==> src/rtl/scp_lsu.sv <==
// scp_lsu: load/store unit for a single-cycle-issue RISC-V core.
// Stalls the core while a bus access is in flight and aligns load data.
module scp_lsu #(
    parameter int X_LEN = 32
) (
    input  logic             clk_i,
    input  logic             rst_ni,
    input  logic             load_i,
    input  logic             store_i,
    input  logic [2:0]       func3_i,
    input  logic [X_LEN-1:0] addr_i,
    input  logic [X_LEN-1:0] wdata_i,
    output logic             stall_o,
    output logic [X_LEN-1:0] rdata_o,
    output logic             err_o,
    output logic             mem_req_o,
    output logic             mem_we_o,
    output logic [X_LEN-1:0] mem_addr_o,
    output logic [3:0]       mem_be_o,
    output logic [X_LEN-1:0] mem_wdata_o,
    input  logic             mem_gnt_i,
    input  logic             mem_rvalid_i,
    input  logic [X_LEN-1:0] mem_rdata_i
);

    typedef enum logic [1:0] {
        IDLE,
        REQ,
        WAIT,
        DONE
    } state_t;

    state_t           state_q, state_d;
    logic [X_LEN-1:0] addr_q, addr_d;
    logic [X_LEN-1:0] wdata_q, wdata_d;
    logic [X_LEN-1:0] rdata_q, rdata_d;
    logic [3:0]       be_q, be_d;
    logic             we_q, we_d;
    logic [2:0]       func3_q, func3_d;
    logic             err_q, err_d;

    logic             access;
    logic             illegal;
    logic             misalign;
    logic             legal;
    logic [3:0]       be_new;
    logic [X_LEN-1:0] wdata_new;
    logic [X_LEN-1:0] shifted;
    logic [7:0]       ld_byte;
    logic [15:0]      ld_half;
    logic [X_LEN-1:0] ld_val;

    // Classify the incoming access and build its byte enables and lane data.
    always_comb begin
        access   = load_i | store_i;
        illegal  = 1'b0;
        misalign = 1'b0;
        be_new   = 4'b1111;
        wdata_new = wdata_i;
        if (load_i && store_i) begin
            illegal = 1'b1;
        end else if (load_i) begin
            illegal = (func3_i == 3'd3) | (func3_i[2:1] == 2'b11);
        end else if (store_i) begin
            illegal = func3_i[2] | (func3_i[1:0] == 2'b11);
        end
        unique case (func3_i[1:0])
            2'b01:   misalign = addr_i[0];
            2'b10:   misalign = (addr_i[1:0] != 2'b00);
            default: misalign = 1'b0;
        endcase
        legal = access & ~illegal & ~misalign;
        if (store_i) begin
            unique case (func3_i[1:0])
                2'b00: begin
                    be_new    = 4'b0001 << addr_i[1:0];
                    wdata_new = {(X_LEN/8){wdata_i[7:0]}};
                end
                2'b01: begin
                    be_new    = 4'b0011 << addr_i[1:0];
                    wdata_new = {(X_LEN/16){wdata_i[15:0]}};
                end
                default: begin
                    be_new    = 4'b1111;
                    wdata_new = wdata_i;
                end
            endcase
        end
    end

    // Pick the addressed lane of the read word and extend it.
    always_comb begin
        shifted = mem_rdata_i >> {addr_q[1:0], 3'b000};
        ld_byte = shifted[7:0];
        ld_half = addr_q[1] ? mem_rdata_i[31:16] : mem_rdata_i[15:0];
        unique case (func3_q)
            3'd0:    ld_val = {{(X_LEN-8){ld_byte[7]}}, ld_byte};
            3'd1:    ld_val = {{(X_LEN-16){ld_half[15]}}, ld_half};
            3'd4:    ld_val = {{(X_LEN-8){1'b0}}, ld_byte};
            3'd5:    ld_val = {{(X_LEN-16){1'b0}}, ld_half};
            default: ld_val = mem_rdata_i;
        endcase
    end

    // Access sequencing: accept, request, wait for response, release the core.
    always_comb begin
        state_d = state_q;
        addr_d  = addr_q;
        wdata_d = wdata_q;
        rdata_d = rdata_q;
        be_d    = be_q;
        we_d    = we_q;
        func3_d = func3_q;
        err_d   = 1'b0;
        unique case (state_q)
            IDLE: begin
                if (legal) begin
                    addr_d  = addr_i;
                    wdata_d = wdata_new;
                    be_d    = be_new;
                    we_d    = store_i;
                    func3_d = func3_i;
                    state_d = REQ;
                end else if (access) begin
                    err_d = 1'b1;
                end
            end
            REQ: begin
                if (mem_gnt_i) begin
                    if (mem_rvalid_i) begin
                        state_d = DONE;
                        if (!we_q) rdata_d = ld_val;
                    end else begin
                        state_d = WAIT;
                    end
                end
            end
            WAIT: begin
                if (mem_rvalid_i) begin
                    state_d = DONE;
                    if (!we_q) rdata_d = ld_val;
                end
            end
            DONE: begin
                state_d = IDLE;
            end
        endcase
    end

    // State and registered access copy; reset abandons any open access.
    always_ff @(posedge clk_i or negedge rst_ni) begin
        if (!rst_ni) begin
            state_q <= IDLE;
            addr_q  <= '0;
            wdata_q <= '0;
            rdata_q <= '0;
            be_q    <= '0;
            we_q    <= 1'b0;
            func3_q <= '0;
            err_q   <= 1'b0;
        end else begin
            state_q <= state_d;
            addr_q  <= addr_d;
            wdata_q <= wdata_d;
            rdata_q <= rdata_d;
            be_q    <= be_d;
            we_q    <= we_d;
            func3_q <= func3_d;
            err_q   <= err_d;
        end
    end

    assign stall_o     = ((state_q == IDLE) && legal) ||
                         (state_q == REQ) || (state_q == WAIT);
    assign mem_req_o   = (state_q == REQ);
    assign mem_we_o    = we_q;
    assign mem_be_o    = be_q;
    assign mem_addr_o  = {addr_q[X_LEN-1:2], 2'b00};
    assign mem_wdata_o = wdata_q;
    assign rdata_o     = rdata_q;
    assign err_o       = err_q;

endmodule

==> config.mk <==
export PLATFORM = sky130hd
export DESIGN_NAME = scp_lsu
export DESIGN_NICKNAME = d
export VERILOG_FILES = /design/src/rtl/scp_lsu.sv
export SDC_FILE = /design/constraint.sdc
export NUM_CORES = 1
export LEC_CHECK = 0
export ABC_AREA = 1
export BUFFER_PORTS_ARGS = -buffer_cell sky130_fd_sc_hd__buf_2
export CORE_MARGIN = 5
export CORE_UTILIZATION = 36
export DETAILED_ROUTE_END_ITERATION = 10
export SLEW_MARGIN = 20
export SYNTH_ARGS = -nofsm -noshare
export SYNTH_HDL_FRONTEND = slang
export SYNTH_SLANG_ARGS = --single-unit
==> constraint.sdc <==
create_clock -name clk_i -period 2.9 [get_ports clk_i]
set_clock_uncertainty 0.2 [all_clocks]
set_input_delay 0.58 -clock clk_i [delete_from_list [all_inputs] [get_ports clk_i]]
set_output_delay 0.58 -clock clk_i [all_outputs]
set_load 0.1 [all_outputs]
Word level (Yosys, flattened, before mapping)
Cells that the tools add are included.

Flip-flop bits (word level): 107.

Equal/unequal tests: 14. Shift operators: 3. Mux-type cells: 22. Bitwise logic cells: 7. Reduce and logical (&&, ||, !) cells: 12.

Operators by type and width (count): $mux W32 (4); $pmux W32 S2 (2); $pmux W32 S4 (1); $shr A32 B5 Y8 (1); $mux W16 (1); $eq A2 B2 Y1 const B (5); $pmux W2 S4 (1); $pmux W4 S2 (1); $mux W1 (7); $eq A3 B3 Y1 const B (2); $mux W2 (3); $eq A2 B1 Y1 const B (2); $logic_not A2 Y1 (2); $mux W4 (1); $ne A2 B2 Y1 const B (2); $reduce_and A2 Y1 (2); $reduce_bool A2 Y1 (2); $shl A1 B2 Y4 const A (1); $shl A2 B2 Y4 const A (1); $eq A3 B1 Y1 const B (1); $eq A3 B2 Y1 const B (1); $logic_not A3 Y1 (1); $or A1 B1 Y1 (3); $reduce_and A3 Y1 (1); other kinds (6) (10).

Longest topological paths before layout
Depth after elaboration: 11. Mapped depth: 11. Gate-level depth less buffers: 10.

Least setup slack after synthesis
Ideal clock, no wire load.

Path type: input to output. From: in func3_i[1]. To: out stall_o. Arrival: 2.373 ns. Required time: 2.120 ns. Path slack: -0.253 ns. Stages on the path: 9. Buffers on the path: 2. Path through: clkinv_1 > ha_1 > nand2_1 > nand2_1 > nand2_1 > nand4_2 > buf_2 > buf_6 > nand2_1.

Longest elaborated chain between the ends: 11. Elaborated cells on any way between the ends: 18. Those cells by class: eq/ne (5); mux (4); bitwise (6); reduce/logical (3).

RTL lines: start: declaration (RTL line 10) `input logic [2:0] func3_i,`; $eq A2 B2 Y1 (RTL line 65) `illegal = func3_i[2] | (func3_i[1:0] == 2'b11);`; $or A1 B1 Y1 (RTL line 65); $mux W1 (RTL line 64) `end else if (store_i) begin`; $mux W1 (RTL line 62) `end else if (load_i) begin`; $mux W1 (RTL line 60) `if (load_i && store_i) begin`; $not A1 Y1 (RTL line 72) `legal = access & ~illegal & ~misalign;`; $and A1 B1 Y1 (RTL line 72); $and A1 B1 Y1 (*) (RTL line 72); $logic_and A1 B1 Y1 (*) (RTL line 173) `assign stall_o = ((state_q == IDLE) && legal) ||`; $logic_or A1 B1 Y1 (*) (RTL line 173); $logic_or A1 B1 Y1 (*) (RTL line 174) `(state_q == REQ) || (state_q == WAIT);`; end: declaration (RTL line 13) `output logic stall_o,`.

Every way passes the cells marked *; elsewhere a longest branch is shown, timed or not.

Worst setup path in the final report
Ends and elaborated chain as after synthesis.

==> out/results.ini <==
[die]
initial_core_util = 0.363
die_area_sq_um = 19200
fp.dieH_um = 139
core_area_sq_um = 16400
rows = 47
die_w_um = 139
ios = 209

[cts]
clock-sinks = 107
hold_buffers = 0
clk-insertion-delay-late_ns = 0.35
cts_tree = built
htreeDepth = 3
root_buffer = clkbuf_16
clk_pin_slew_worst_paths_ns = 0.07
cts_resized = 0
numCtsBuffers = 9
cts_setup_buffers = 0
clock_path_buffers = 2

[worst_setup_path]
r2r_cells = 7
worst_setup_path_start_kind = input pin
cp_max_fo = 7
startpoint = func3_i[1]
r2r_end = rdata_o[20]$_DFFE_PN0P_
required_ns = 2.12
r2r_start = func3_q[0]$_DFFE_PN0P_
ff2ff_setup_slack_ns = 0.77
end_kind = output port
worst-setup-path-type = input pin to output port
cp.arrival_ns = 1.81

[final_layout]
stdcell_count = 1239
nNetsFinal = 1126
drive_above_1_share = 0.254
diodes = 0
final.fill_count = 1772
design_area_sq_um = 7290
syn2layout_area_growth_pct = 22.4

[yosys]
synth_edf_count = 0
synth.distinct_cells = 26
synthFlopType = dfrtp_1
async_flop_share = 1.00
syn_area_per_cell_sq_um = 6.99
yosysWarnings = 0
synth-seq-area-share = 0.449
syn_area_sq_um = 5960
ys_seq_elements = 107
syn_inst = 852

[global_routing]
grt-ovfl-total = 0
grt_max_degree = 89
grtUsageTotal = 0.178
grt_pass1_wl_um = 28400
antenna_found_initial = 0
grt_pass1_vias = 5635

[placement]
pre_cts_slack_ns = 0.328
post_dp_cell_area_sq_um = 7000
place_inst = 1223
numPortBuffers = 206
hpwl_um = 12800
globalplace.congestion = 0.889

[detailed_routing]
avgViaCountPerCell = 4.55
via_count = 5633
dr.pass1.iters = 4
drc = 0
routedWlPerCell_um = 13.8
drtIter0Drc = 206
drt_wl_total_um = 17100
ant_nets = 0

[sta]
finalCriticalPeriod_ns = 2.59
setup_viol = 0
grt_setup_unrepaired = false
tns_ns = 0
finalHoldViolations = 0
slew_headroom = 0.489
fin_ws_ns = 0.314
fin_crit_sh = 0.892
drv_slew = 0
worst_pin_slew_ns = 0.765
clock.fmax_mhz = 387

[worst_hold_path]
hold_path_class = input pin to async pin

[flow_run]
drv_cap = 0

[outcome]
status = finished, final reports clean

worst max-delay path, cell delays in order:
cell	delay, ns
buf_2	0.10
clkinv_1	0.12
ha_1	0.32
nand2_1	0.13
nand2_1	0.05
nand2_1	0.12
nand4_4	0.11
nand2_2	0.10
buf_12	0.17
sequential cells by signal (all words and copies together), names as in the netlist:
| register | cells |
|---|---|
| mem_be_o | 4 |
| mem_wdata_o | 32 |
| rdata_o | 32 |
| state_q | 2 |
| func3_q | 3 |
| mem_we_o | 1 |
| err_o | 1 |
| addr_q | 32 |
per-layer routing:
layer | part of all wire | vias to the layer above | global-route usage
met5 | 0 | - | 0
met4 | 0.0098 | 0 | 0.0355
met3 | 0.095 | 11 | 0.0648
met2 | 0.45 | 173 | 0.288
met1 | 0.44 | 2577 | 0.233
li1 | - | 2872 | -
Yosys cell counts (4+ instances only):
| cell | number | area share |
|---|---|---|
| dfrtp_1 | 107 | 0.45 |
| nand2_1 | 370 | 0.23 |
| nand3_1 | 40 | 0.034 |
| nor2_1 | 63 | 0.040 |
| o21ai_0 | 61 | 0.051 |
| or2_2 | 17 | 0.018 |
| inv_1 | 86 | 0.054 |
| buf_4 | 37 | 0.047 |
| clkbuf_1 | 19 | 0.012 |
| buf_6 | 5 | 0.0094 |
| a21boi_0 | 4 | 0.0050 |
| o21ai_1 | 5 | 0.0042 |
| ha_1 | 7 | 0.015 |
| buf_2 | 6 | 0.0050 |
| a21oi_1 | 10 | 0.0084 |
worst max-delay path by stage:
stage | endpoint | slack, ns | cells past startpoint
global route | stall_o | 0.21 | 9
floorplan | stall_o | 0.01 | 9
finish | stall_o | 0.31 | 9
CTS | stall_o | 0.32 | 9
global placement | stall_o | 0.35 | 9
detailed placement | stall_o | 0.33 | 9
area by class of cell:
type                       instances  area [sq um]  share of cell area
sequential                       107          2680               0.367
multi-input combinational        587          2520               0.346
timing repair buffer             219          1180               0.162
inverter                          90           338              0.0463
tap                              220           275              0.0377
clock buffer                      11           253              0.0347
clock inverter                     5          41.3             0.00566
per-stage QoR:
step | util | hold WS (ns)
after floorplan | - | 0.0844
after global placement | 0.427 | 0.260
after detailed placement | 0.427 | 0.260
after CTS | 0.444 | 0.0268
after global routing | 0.444 | 0.0553
final | 0.444 | 0.0108
placed cells by master, fill, tap and decap left out:
| master | count |
|---|---|
| a21boi_0 | 4 |
| a21oi_1 | 10 |
| a22oi_1 | 1 |
| buf_12 | 4 |
| buf_2 | 204 |
| buf_4 | 11 |
| clkbuf_16 | 9 |
| clkbuf_8 | 2 |
| clkinv_1 | 2 |
| clkinv_2 | 1 |
| clkinvlp_4 | 1 |
| conb_1 | 2 |
| dfrtp_1 | 107 |
| ha_1 | 7 |
| inv_1 | 86 |
| inv_2 | 2 |
| inv_6 | 2 |
| inv_8 | 1 |
| nand2_1 | 369 |
| nand2_2 | 2 |
| nand3_1 | 40 |
| nand4_1 | 2 |
| nand4_4 | 1 |
| nor2_1 | 62 |
| nor2_4 | 1 |
| nor3_1 | 1 |
| o211ai_1 | 1 |
| o21ai_0 | 61 |
| o21ai_1 | 5 |
| or2_2 | 17 |
| xor2_2 | 1 |
logic make-up (layout without fill, tap and decap cells):
kind of cell               count (synthesis)  after routing  share of synthesized area
and+or+nand+nor                          495            495                      0.330
DFF                                      107            107                      0.449
adders and majority gates                  7              7                     0.0147
AOI/OAI and AO/OA                         82             82                     0.0714
other                                      1              2                   0.000629
buffers and inverters                    159            325                      0.131
xor gates and xnor gates                   1              1                    0.00273
Power is left out: the tool's default activity adds up to more than one toggle a clock period on the data nets, which glitch-free logic cannot reach.
